**src/rtl/sprite_pkg.sv**
```systemverilog
// Shared constants and types for the sprite drawing datapaths and the VGA
// pixel-port arbiter.
//   SCREEN_X_W / SCREEN_Y_W / COLOUR_W : VGA adapter coordinate and colour widths
//   SPRITE_DIM / SPRITE_PIXELS         : sprite edge length and pixel count
//   arb_state_e                        : arbiter FSM state encoding
package sprite_pkg;

  localparam int unsigned SCREEN_X_W    = 8;
  localparam int unsigned SCREEN_Y_W    = 7;
  localparam int unsigned COLOUR_W      = 3;
  localparam int unsigned SPRITE_DIM    = 5;
  localparam int unsigned SPRITE_PIXELS = SPRITE_DIM * SPRITE_DIM;

  typedef enum logic {
    IDLE  = 1'b0,
    BURST = 1'b1
  } arb_state_e;

endpackage

```
**src/rtl/rr_pick.sv**
```systemverilog
// Combinational round-robin priority encoder.
// Searches req starting at rr_ptr and wrapping around; the first set bit wins.
//   req     : request vector
//   rr_ptr  : index with highest priority this cycle
//   winner  : index of the selected requester (0 when none)
//   any_req : at least one request is pending
module rr_pick #(
  parameter int unsigned N_REQ = 4,
  parameter int unsigned PTR_W = 2
) (
  input  logic [N_REQ-1:0] req,
  input  logic [PTR_W-1:0] rr_ptr,
  output logic [PTR_W-1:0] winner,
  output logic             any_req
);

  // One spare bit so rr_ptr + i cannot overflow before the wrap subtraction.
  logic [PTR_W:0] idx;

  always_comb begin
    winner  = '0;
    any_req = 1'b0;
    idx     = '0;
    for (int unsigned i = 0; i < N_REQ; i++) begin
      idx = {1'b0, rr_ptr} + (PTR_W + 1)'(i);
      if (idx >= (PTR_W + 1)'(N_REQ)) begin
        idx = idx - (PTR_W + 1)'(N_REQ);
      end
      if (!any_req && req[idx[PTR_W-1:0]]) begin
        any_req = 1'b1;
        winner  = idx[PTR_W-1:0];
      end
    end
  end

endmodule

```
**src/rtl/sprite_plot_arbiter.sv**
```systemverilog
// Shares the single VGA adapter pixel-write port among N_REQ sprite drawers.
// A requester owns the port for a whole sprite pass; grants rotate round-robin
// between passes, so pixels of different sprites never interleave.
//   clock, reset            : clock, synchronous active-high reset
//   req/pix_valid/pix_last  : per-requester burst request, pixel strobe, final pixel
//   x_in/y_in/colour_in     : packed per-requester pixel data (slice k belongs to k)
//   gnt                     : one-hot registered grant
//   vga_x/vga_y/vga_colour  : registered pixel to the VGA adapter
//   vga_plot                : registered write strobe
//   busy                    : a burst is in progress
//   overrun                 : sticky, a burst reached MAX_BURST without pix_last
module sprite_plot_arbiter
  import sprite_pkg::*;
#(
  parameter int unsigned N_REQ     = 4,
  parameter int unsigned MAX_BURST = SPRITE_PIXELS,
  parameter int unsigned PTR_W     = 2
) (
  input  logic                         clock,
  input  logic                         reset,
  input  logic [N_REQ-1:0]             req,
  input  logic [N_REQ-1:0]             pix_valid,
  input  logic [N_REQ-1:0]             pix_last,
  input  logic [SCREEN_X_W*N_REQ-1:0]  x_in,
  input  logic [SCREEN_Y_W*N_REQ-1:0]  y_in,
  input  logic [COLOUR_W*N_REQ-1:0]    colour_in,
  output logic [N_REQ-1:0]             gnt,
  output logic [SCREEN_X_W-1:0]        vga_x,
  output logic [SCREEN_Y_W-1:0]        vga_y,
  output logic [COLOUR_W-1:0]          vga_colour,
  output logic                         vga_plot,
  output logic                         busy,
  output logic                         overrun
);

  localparam int unsigned CNT_W = $clog2(MAX_BURST + 1);

  arb_state_e       state;
  logic [PTR_W-1:0] rr_ptr;
  logic [PTR_W-1:0] owner;
  logic [PTR_W-1:0] winner;
  logic [PTR_W-1:0] next_ptr;
  logic [CNT_W-1:0] count;
  logic             any_req;
  logic             accept;
  logic             at_limit;

  rr_pick #(
    .N_REQ (N_REQ),
    .PTR_W (PTR_W)
  ) u_rr_pick (
    .req     (req),
    .rr_ptr  (rr_ptr),
    .winner  (winner),
    .any_req (any_req)
  );

  always_comb begin
    next_ptr = (owner == PTR_W'(N_REQ - 1)) ? '0 : owner + PTR_W'(1);
    // Dropping req outranks a pixel presented in the same cycle.
    accept   = (state == BURST) & gnt[owner] & req[owner] & pix_valid[owner];
    at_limit = (count + CNT_W'(1)) == CNT_W'(MAX_BURST);
  end

  assign busy = (state == BURST);

  always_ff @(posedge clock) begin
    if (reset) begin
      state      <= IDLE;
      rr_ptr     <= '0;
      owner      <= '0;
      count      <= '0;
      gnt        <= '0;
      vga_x      <= '0;
      vga_y      <= '0;
      vga_colour <= '0;
      vga_plot   <= 1'b0;
      overrun    <= 1'b0;
    end else begin
      vga_plot <= 1'b0;
      unique case (state)
        IDLE: begin
          if (any_req) begin
            gnt   <= {{(N_REQ - 1){1'b0}}, 1'b1} << winner;
            owner <= winner;
            count <= '0;
            state <= BURST;
          end
        end
        BURST: begin
          if (accept) begin
            vga_x      <= x_in[32'(owner) * SCREEN_X_W +: SCREEN_X_W];
            vga_y      <= y_in[32'(owner) * SCREEN_Y_W +: SCREEN_Y_W];
            vga_colour <= colour_in[32'(owner) * COLOUR_W +: COLOUR_W];
            vga_plot   <= 1'b1;
            count      <= count + CNT_W'(1);
            if (!pix_last[owner] && at_limit) begin
              overrun <= 1'b1;
            end
          end
          if (!req[owner] || (accept && (pix_last[owner] || at_limit))) begin
            gnt    <= '0;
            state  <= IDLE;
            rr_ptr <= next_ptr;
          end
        end
        default: state <= IDLE;
      endcase
    end
  end

endmodule
```
**config.mk**
```make
export PLATFORM = sky130hd
export DESIGN_NAME = sprite_plot_arbiter
export DESIGN_NICKNAME = d
export VERILOG_FILES = /design/src/rtl/sprite_pkg.sv /design/src/rtl/rr_pick.sv /design/src/rtl/sprite_plot_arbiter.sv
export SDC_FILE = /design/constraint.sdc
export NUM_CORES = 1
export LEC_CHECK = 0
export CELL_PAD_IN_SITES_DETAIL_PLACEMENT = 1
export CELL_PAD_IN_SITES_GLOBAL_PLACEMENT = 1
export CORE_MARGIN = 10
export CORE_UTILIZATION = 27
export DETAILED_ROUTE_END_ITERATION = 10
export GPL_ROUTABILITY_DRIVEN = 0
export PLACE_DENSITY = 0.78
export SETUP_SLACK_MARGIN = 0.1
export SLEW_MARGIN = 10
export SYNTH_ARGS = -nofsm -noshare
export SYNTH_HDL_FRONTEND = slang
export SYNTH_SLANG_ARGS = --single-unit
```
**constraint.sdc**
```tcl
create_clock -name clock -period 2.8 [get_ports clock]
set_clock_uncertainty 0.15 [all_clocks]
set_input_delay 0.28 -clock clock [delete_from_list [all_inputs] [get_ports clock]]
set_output_delay 0.28 -clock clock [all_outputs]
set_load 0.05 [all_outputs]
```
[Word level (Yosys, flattened, before mapping)]
Cells that the tools add are included.
Word-level totals
  memories kept: 0
  output and inout port bits: 25
  RAM bits: 0
  register bits: 34
  latch bits: 0
  ROM bits: 0
Operators by class
  bitwise gates (word level): 4
  mux-type cells: 39
  multiply operators: 2
  reductions and logical operators: 19
  magnitude comparators: 9
  equality and inequality tests: 5
  shifts and indexed selects: 4
  add/sub/neg operators: 9
  div/mod/pow operators: 0
Operators with widths (count)
  32-bit by 6-bit indexed part select with 8-bit output: 1
  28-bit by 6-bit indexed part select with 7-bit output: 1
  2-bit two-way mux: 9
  1-bit binary-select mux with 2-bit select: 8
  2-bit by 3-bit < comparator with 1-bit output (second input constant): 5
  1-bit two-way mux: 15
  12-bit by 5-bit indexed part select with 3-bit output: 1
  5-bit two-way mux: 2
  5-bit case mux with 2 select lines: 1
  2-bit AND reduction: 5
  3-bit >= comparator (second input constant): 3
  4-bit two-way mux: 2
  4-bit case mux with 2 select lines: 1
  2-bit by 1-bit subtractor with 2-bit output (second input constant): 4
  2-bit by 2-bit adder with 3-bit output (second input constant): 2
  5-bit by 1-bit adder with 5-bit output (second input constant): 1
  5-bit == test (second input constant): 1
  1-bit logical AND: 5
  1-bit logical NOT: 5
  2-bit by 3-bit multiplier with 5-bit output (second input constant): 1
  2-bit by 2-bit multiplier with 4-bit output (second input constant): 1
  2-bit by 1-bit inequality test with 1-bit output (second input constant): 2
  1-bit by 2-bit left shift with 4-bit output (first input constant): 1
  2-bit by 1-bit adder with 3-bit output (second input constant): 1
  other kinds (10): 13

[Depth between registers and ports, before layout]
Gate-level depths: netlist of run 1.
  word-level depth: 17
  gate-level depth with buffers: 7
  depth with buffers taken out: 6

[Hierarchy]
A second synthesis of run 1 with hierarchy kept.
Second synthesis, totals
  cells, all modules: 220
  area, all modules: 2073.2 um2
By module, submodules not included
  sprite_plot_arbiter: area an instance 1995.7 um2, cells each 205, instances 1
  rr_pick: area an instance 77.6 um2, cells each 15, instances 1

[Worst setup path after synthesis of run 1]
OpenSTA, ideal clock, no wires.
  kind: reg-to-reg
  start point: reg owner[0]
  end point: reg rr_ptr[0]
  setup slack: 0.639 ns
  data required time: 2.529 ns
  stages on the path, launching flop included: 6
  arrival time: 1.890 ns
  path through: dfxtp_1 > buf_6 > mux4_2 > a311o_1 > o2111ai_4 > mux2_4
Between the ends
  word-level cells in the longest chain between the ends: 8
  elaborated cells between the ends (all ways): 19
  classes of those cells: add/sub: 1; eq/ne: 1; mux: 9; bitwise: 3; reduce/logical: 5
RTL lines
  start: declaration: RTL line sprite_plot_arbiter.sv:40  | logic [PTR_W-1:0] owner;
  start signal: assignment: RTL line sprite_plot_arbiter.sv:85  | owner <= winner;
  1-bit binary-select mux with 2-bit select: RTL line sprite_plot_arbiter.sv:61  | accept = (state == BURST) & gnt[owner] & req[owner] & pix_valid[owner];
  1-bit two-way mux (implied by the code): RTL line sprite_plot_arbiter.sv:61
  1-bit AND (3 in series): RTL line sprite_plot_arbiter.sv:61
  1-bit logical AND: RTL line sprite_plot_arbiter.sv:101  | if (!req[owner] || (accept && (pix_last[owner] || at_limit))) begin
  1-bit logical OR: RTL line sprite_plot_arbiter.sv:101
  2-bit AND reduction (no source line)
  end signal: assignment: RTL line sprite_plot_arbiter.sv:104  | rr_ptr <= next_ptr;
  end: declaration: RTL line sprite_plot_arbiter.sv:39  | logic [PTR_W-1:0] rr_ptr;
Several ways; a longest one is shown, not always the timed one. The select of a mux whose other input is x is not followed.
A chain may end at the register's enable or synchronous reset.

[Worst setup path after layout of run 1]
  start point: in req[1]
  end point: reg count[4]
Between the ends
  word-level cells in the longest chain between the ends: 14
  elaborated cells between the ends (all ways): 25
  classes of those cells: eq/ne: 2; mux: 14; bitwise: 2; reduce/logical: 7
RTL lines
  start: declaration: RTL line sprite_plot_arbiter.sv:21  | input logic [N_REQ-1:0] req,
  1-bit binary-select mux with 2-bit select: RTL line rr_pick.sv:29  | if (!any_req && req[idx[PTR_W-1:0]]) begin
  1-bit two-way mux (implied by the code): RTL line rr_pick.sv:29
  1-bit two-way mux: RTL line rr_pick.sv:29
  1-bit logical NOT: RTL line rr_pick.sv:29
  1-bit logical AND: RTL line rr_pick.sv:29
  1-bit two-way mux: RTL line rr_pick.sv:29
  1-bit logical NOT: RTL line rr_pick.sv:29
  1-bit logical AND: RTL line rr_pick.sv:29
  1-bit two-way mux: RTL line rr_pick.sv:29
  1-bit logical NOT: RTL line rr_pick.sv:29
  1-bit logical AND: RTL line rr_pick.sv:29
  1-bit two-way mux: RTL line rr_pick.sv:29
  2-bit inequality test (no source line)
  2-bit AND reduction (no source line) (*)
  end signal: assignment: RTL line sprite_plot_arbiter.sv:96  | count <= count + CNT_W'(1);
  end: declaration: RTL line sprite_plot_arbiter.sv:43  | logic [CNT_W-1:0] count;
Every way passes the cells marked *; elsewhere a longest branch is shown, timed or not. The select of a mux whose other input is x is not followed.

==> results of run 1 <==
## synth_stat cells, types with 2 or more instances
library cell | n | area [um^2]
inv_1 | 9 | 33.78
nand3_1 | 13 | 65.06
nor3b_1 | 5 | 37.54
o221ai_1 | 2 | 17.52
clkbuf_1 | 13 | 48.80
mux4_2 | 19 | 427.9
nand2b_1 | 3 | 18.77
nand2_1 | 42 | 157.7
ha_1 | 3 | 37.54
a21oi_1 | 25 | 125.1
a31oi_1 | 6 | 37.54
nand3b_1 | 4 | 30.03
mux2i_1 | 3 | 30.03
nor3_1 | 2 | 10.01
nor2_1 | 7 | 26.28
a22o_1 | 4 | 35.03
or3_1 | 2 | 12.51
a211oi_1 | 2 | 15.01
dfxtp_1 | 34 | 680.7
## cells by family after synthesis
| family | share of synthesized area |
|---|---|
| AND/OR/NAND/NOR | 0.1998 |
| AO/OA/AOI/OAI | 0.1529 |
| flip-flops | 0.3396 |
| buffers and inverters | 0.04869 |
| multiplexers | 0.2360 |
| adder cells (fa/ha/maj) | 0.01873 |
| XOR/XNOR | 0.004370 |
## worst register-to-register path, delay by kind of cell (launching register included)
family	cells	cell delay (ps)
compound gates	3	600
fa+ha+maj	1	280
flops	1	340
mux	1	350
simple gates	1	420
## path summary, 6_finish.rpt
| kind | startpoint | to | slack (ps) | depth (start not counted) |
|---|---|---|---|---|
| worst max-delay path | req[1] | count[4]$_SDFFE_PP0P_ | 530 | 7 |
| worst min-delay path | vga_colour[1]$_SDFFE_PP0P_ | vga_colour[1]$_SDFFE_PP0P_ | 310 | 2 |
| worst max register to register | count[0]$_SDFFE_PP0P_ | rr_ptr[0]$_SDFFE_PP0P_ | 560 | 6 |
| worst min register to register | vga_colour[1]$_SDFFE_PP0P_ | vga_colour[1]$_SDFFE_PP0P_ | 310 | 2 |
## power by group through the flow
| stage | logic [mW] | registers (mW) | clock network [mW] |
|---|---|---|---|
| 6_report | 0.347 | 0.516 | 0.356 |
| 5_1_grt | 0.371 | 0.518 | 0.383 |
| 4_1_cts | 0.352 | 0.516 | 0.373 |
| 3_5_place_dp | 0.351 | 0.527 | 0 |
| 3_3_place_gp | 0.341 | 0.527 | 0 |
| 2_1_floorplan | 0.149 | 0.551 | 0 |
## flip-flops by register name, indices dropped and copies added (netlist names), 2 cells and up
signal      flops
vga_colour      3
rr_ptr          2
gnt             4
vga_y           7
count           5
owner           2
vga_x           8
## final cells by class
cell class,count,share of cell area
clock buffer,6,0.02498
inverter,9,0.01022
tap,99,0.03747
timing repair buffer,117,0.3490
sequential,34,0.2063
multi-input combinational,157,0.3721
## metal layers
layer | global-route usage | vias to the layer above | routed length [um]
met2 | 0.2606 | 59 | 4227
met4 | 0.03191 | 0 | 70
li1 | - | 1003 | -
met5 | 0 | - | 0
met3 | 0.04952 | 6 | 508
met1 | 0.1368 | 1046 | 2995
==> metrics.md, run 1 <==
| Metric | Value |
|---|---|
| Dpl hpwl | 6.478 mm |
| CP arrival | 2320 ps |
| Multi-input gate area | 1230 um^2 |
| Register area share after synthesis | 0.3396 |
| Post-layout min period | 2271 ps |
| Tcrit/Tclk final | 0.8110 |
| LEAKAGE | 1.094 nW |
| Vias in the first global route | 2411 |
| Post-route cell area | 3306 um^2 |
| FILL cells | 860 |
| Hold_buf cts | 0 |
| Die ar. | 11270 um^2 |
| Worst slack, placed | 208.1 ps |
| Post-cts gate resize count | 0 |
| Peak supply drop | 0.1575 mV |
| Logic pwr share | 0.284 |
| Commonest non-fill, non-tap cells in the layout | 110 x clkdlybuf4s50_1, 42 x nand2_1, 33 x dfxtp_1 |
| CTS tree | yes |
| Cell Int Power | 0.8933 mW |
| Register bit total from synthesis | 34 |
| Worst slew pin tran | 578.9 ps |
| DR pass1 iterations | 4 |
| DRC errors left | 0 |
| CTS Root Cell | clkbuf_8 |
| Initial antenna violation count | 0 |
| Worst hold slack | 307.4 ps |
| Largest net degree at the start of global routing | 22 |
| Async S/R FF share, synth | 0 |
| Startpoint Class | input port |
| Max Freq | 0.4404 GHz |
| Vias | 2114 |
| Post-DRT Antenna Nets | 0 |
| Yosys warnings | 0 |
| Post-Layout Cell Count | 422 |
| First-pass GRT wire length | 12.39 mm |
| Total wire length | 7.802 mm |
| CP Capture Type | flop |
| Final core occ | 0.4558 |
| All-layer global routing usage | 0.1364 |
| Die X | 106.2 um |
| Bufs on Longest Clock Path | 2 |
| Critical path buffers and inverters | 2 |
| Reg clk slew, reported paths | 70 ps |
| Fin. Hold Viols | 0 |
| CP peak stage delay | 510 ps |
| Ant diodes | 0 |
| Most common cell after layout, fill and taps aside | clkdlybuf4s50_1 |
| Final nets | 413 |
| Die height | 106.2 um |
| Top_reg_cell synth | dfxtp_1 |
| Status | finished, final reports clean |
| GR Overflow Total | 0 |
| Layout area overhead | 64.92% |
| Post-synth EDFFs | 0 |
| Final Max Tran Viols | 0 |
| Worst-skew pair later-pin latency | 280 ps |
| Synthesized area | 2004 um^2 |
| Via density | 5.009 |
| Mapped Nets | 304 |
| I/O pins | 111 |
| Distinct cells, synth | 36 |
| Clk pwr share | 0.292 |
| Initial Util | 0.2763 |
| IO buf count | 110 |
| RSZ-0062 raised after global routing | false |
| Worst-path fanout max | 14 |
| Dpl cell area | 3223 um^2 |
| Final worst slack | 529.1 ps |
| DR iter-0 viols | 63 |
| Number of cell rows | 31 |
| Critical path cell sequence | clkdlybuf4s50_1 > mux2i_1 > a211oi_1 > o21ai_2 > buf_4 > nand3_1 > a31oi_1 |
| Final setup vio count | 0 |
| Worst path slowest cell | clkdlybuf4s50_1 |
| Final Power | 1.219 mW |
| Synth Instances | 215 |
| Wire length per cell | 18.49 um |
| Core area | 7253 um^2 |
| Kind of critical path | in2reg |
| H-tree levels | 2 |
| Layout cells sized above 1 | 0.1176 |
| P per Cell Area | 368.9 nW/um^2 |
| CTS Buf Count | 5 |
| Setup TNS | 0 ps |
| Synth Area per Inst | 9.323 um^2 |
| Dpl cells | 416 |
| Max Cap Viol | 0 |
| Switching power share of the total | 0.2674 |
| WP data required | 2850 ps |
| Reg area | 681.9 um^2 |
| Slew headroom | 0.6129 |
| Sink Count | 34 |
| Setup Fix Bufs, Post-CTS | 0 |
| CP delay by family, top | buffers and inverters |
| Sequential share of power | 0.423 |
| Hold Path Class | reg2reg |
| Switching power total | 0.3260 mW |
Note: power is estimated with default switching activity, not from simulation.
==> inputs of run 2 (changes only) <==
==> constraint.sdc (replaced) <==
create_clock -name clock -period 2.2 [get_ports clock]
set_clock_uncertainty 0.15 [all_clocks]
set_input_delay 0.22 -clock clock [delete_from_list [all_inputs] [get_ports clock]]
set_output_delay 0.22 -clock clock [all_outputs]
set_load 0.05 [all_outputs]
==> run 2 against run 1 <==
Design area up 3.3%. Critical path depth down 3. Via count up 0.80%. Sequential cell count unchanged. Global-route usage up 0.24 points. Sequential power up 27%. Register-to-register slack worse by 420 ps. First-iteration DRC count down 25%. Setup slack worse by 390 ps. Power up 28%. Largest power group unchanged.
==> metrics.md, run 2 (same netlist as run 1, synthesis figures left out) <==
| Metric | Value |
|---|---|
| Sequential share of power | 0.418 (-0.005) |
| Switching power total | 0.4340 mW (+33%) |
| Via density | 4.899 (-2.2%) |
| Tcrit/Tclk final | 0.9346 |
| Slew headroom | 0.6394 (+0.02653) |
| Status | finished, final reports clean |
| Final Max Tran Viols | 0 (unchanged) |
| Worst-skew pair later-pin latency | 280 ps (about the same) |
| CTS Root Cell | clkbuf_8 |
| LEAKAGE | 1.150 nW (+5.1%) |
| Kind of critical path | reg2reg |
| Wire length per cell | 17.91 um (-3.2%) |
| First-pass GRT wire length | 12.76 mm (+3.0%) |
| Layout cells sized above 1 | 0.1607 (+0.04307) |
| Setup TNS | 0 ps (unchanged) |
| Final worst slack | 143.9 ps (-385.2 ps) |
| Ant diodes | 0 (unchanged) |
| Die X | 106.2 um (unchanged) |
| CTS Buf Count | 5 (unchanged) |
| Number of cell rows | 31 (unchanged) |
| Most common cell after layout, fill and taps aside | clkdlybuf4s50_1 |
| Post-DRT Antenna Nets | 0 (unchanged) |
| DR pass1 iterations | 4 (unchanged) |
| FILL cells | 841 (-2.2%) |
| Largest Register | vga_x |
| Cell Int Power | 1.129 mW (+26%) |
| Sink Count | 34 (unchanged) |
| Worst r2r src | owner[0]$_SDFFE_PP0P_ |
| Peak supply drop | 0.2191 mV (+39%) |
| Logic pwr share | 0.298 (+0.014) |
| Commonest non-fill, non-tap cells in the layout | 110 x clkdlybuf4s50_1, 42 x nand2_1, 33 x dfxtp_1 |
| Largest net degree at the start of global routing | 27 (+23%) |
| All-layer global routing usage | 0.1388 (+0.002364) |
| Startpoint Class | flop |
| Hold Path Class | reg2reg |
| Fin. Hold Viols | 0 (unchanged) |
| Met3 Resource Use GR | 0.03986 (-0.009662) |
| Hold_buf cts | 0 (unchanged) |
| Core area | 7253 um^2 (unchanged) |
| Worst slew pin tran | 539.2 ps (-39.67 ps) |
| Vias | 2131 (+0.80%) |
| CP arrival | 2080 ps (-240 ps) |
| Min-delay src | vga_x[3]$_SDFFE_PP0P_ |
| P per Cell Area | 458.0 nW/um^2 (+24%) |
| I/O pins | 111 (unchanged) |
| Gr busiest metal | met2 |
| RSZ-0062 raised after global routing | true |
| IO buf count | 110 (unchanged) |
| H-tree levels | 2 (unchanged) |
| DRC errors left | 0 (unchanged) |
| Initial antenna violation count | 0 (unchanged) |
| Clk pwr share | 0.283 (-0.009) |
| Switching power share of the total | 0.2776 (+0.01024) |
| CP Capture Type | flop |
| Layout area overhead | 70.29% |
| Worst-path fanout max | 7 (-7) |
| Bufs on Longest Clock Path | 2 (unchanged) |
| Reg clk slew, reported paths | 70 ps (about the same) |
| GR Layer Usage met1 | 0.1525 (+0.01567) |
| Total wire length | 7.789 mm (-0.17%) |
| Biggest registers after layout | vga_x x8, vga_y x7, count x5 |
| Max Freq | 0.4864 GHz |
| Die ar. | 11270 um^2 (unchanged) |
| GRT met2 Usage | 0.2527 (-0.007951) |
| DR iter-0 viols | 47 (-25%) |
| Max Cap Viol | 0 (unchanged) |
| Largest register FFs | 8 (unchanged) |
| CTS tree | yes |
| Vias in the first global route | 2426 (+0.62%) |
| Dpl hpwl | 6.473 mm (about the same) |
| Post-layout min period | 2056 ps |
| Crit path launch | owner[0]$_SDFFE_PP0P_ |
| Die height | 106.2 um (unchanged) |
| GR Overflow Total | 0 (unchanged) |
| Worst slack, placed | -44.90 ps (-253.0 ps) |
| Initial Util | 0.2763 (unchanged) |
| Final nets | 425 (+2.9%) |
| WP data required | 2230 ps (-620 ps) |
| Final setup vio count | 0 (unchanged) |
run 2: metal layers:
layer | wire length (um) | up-vias
li1 | - | 1027
met1 | 3215 | 1027
met2 | 4021 | 66
met3 | 425 | 11
met4 | 127 | 0
met5 | 0 | -
run 2: power by group through the flow:
stage	registers (mW)	logic [mW]	clock network (mW)
4_1_cts	0.654	0.470	0.457
5_1_grt	0.657	0.504	0.485
3_3_place_gp	0.668	0.456	0
3_5_place_dp	0.668	0.469	0
6_report	0.654	0.467	0.443
2_1_floorplan	0.702	0.190	0
run 2: through the flow:
step	instance area (um^2)	total power, mW	instances	util	hold slack (ps)
3_5_place_dp	3313	1.137	428	0.4568	297.4
3_3_place_gp	3313	1.125	428	0.4568	291.4
4_1_cts	3396	1.582	435	0.4682	306.3
6_report	3413	1.563	435	0.4706	304.2
5_1_grt	3413	1.646	435	0.4706	336.4
2_1_floorplan	2006	0.8921	215	-	323.7
run 2: worst max-delay path: stages (launching register included):
cell and delay (ps):
dfxtp_4 410, mux4_2 530, a311o_1 320, o2111ai_4 220
mux2_4 310
run 2: final cells by class:
| type | instances | area (um^2) | share of cell area |
|---|---|---|---|
| clock inverters | 1 | 7.507 | 0.002199 |
| inverters | 9 | 33.78 | 0.009897 |
| well taps | 99 | 123.9 | 0.03629 |
| flip-flops and latches | 34 | 684.4 | 0.2005 |
| clock buffers | 6 | 72.57 | 0.02126 |
| repair buffers | 129 | 1247 | 0.3655 |
| multi-input cells | 157 | 1244 | 0.3644 |
run 2: worst paths after layout:
check / end / slack, ps / cells past startpoint
hold reg to reg: vga_x[3]$_SDFFE_PP0P_ / 300 / 2
hold / removal: vga_x[3]$_SDFFE_PP0P_ / 300 / 2
setup / recovery: rr_ptr[0]$_SDFFE_PP0P_ / 140 / 4
setup reg to reg: rr_ptr[0]$_SDFFE_PP0P_ / 140 / 4
run 2: what timing repair did:
item / CTS / global route
setup endpoints to repair: 2 / 31
setup buffers: 0 / 0
pin swaps: 0 / 1
hold endpoints to repair: 0 / 0
resized for setup: 1 / 6
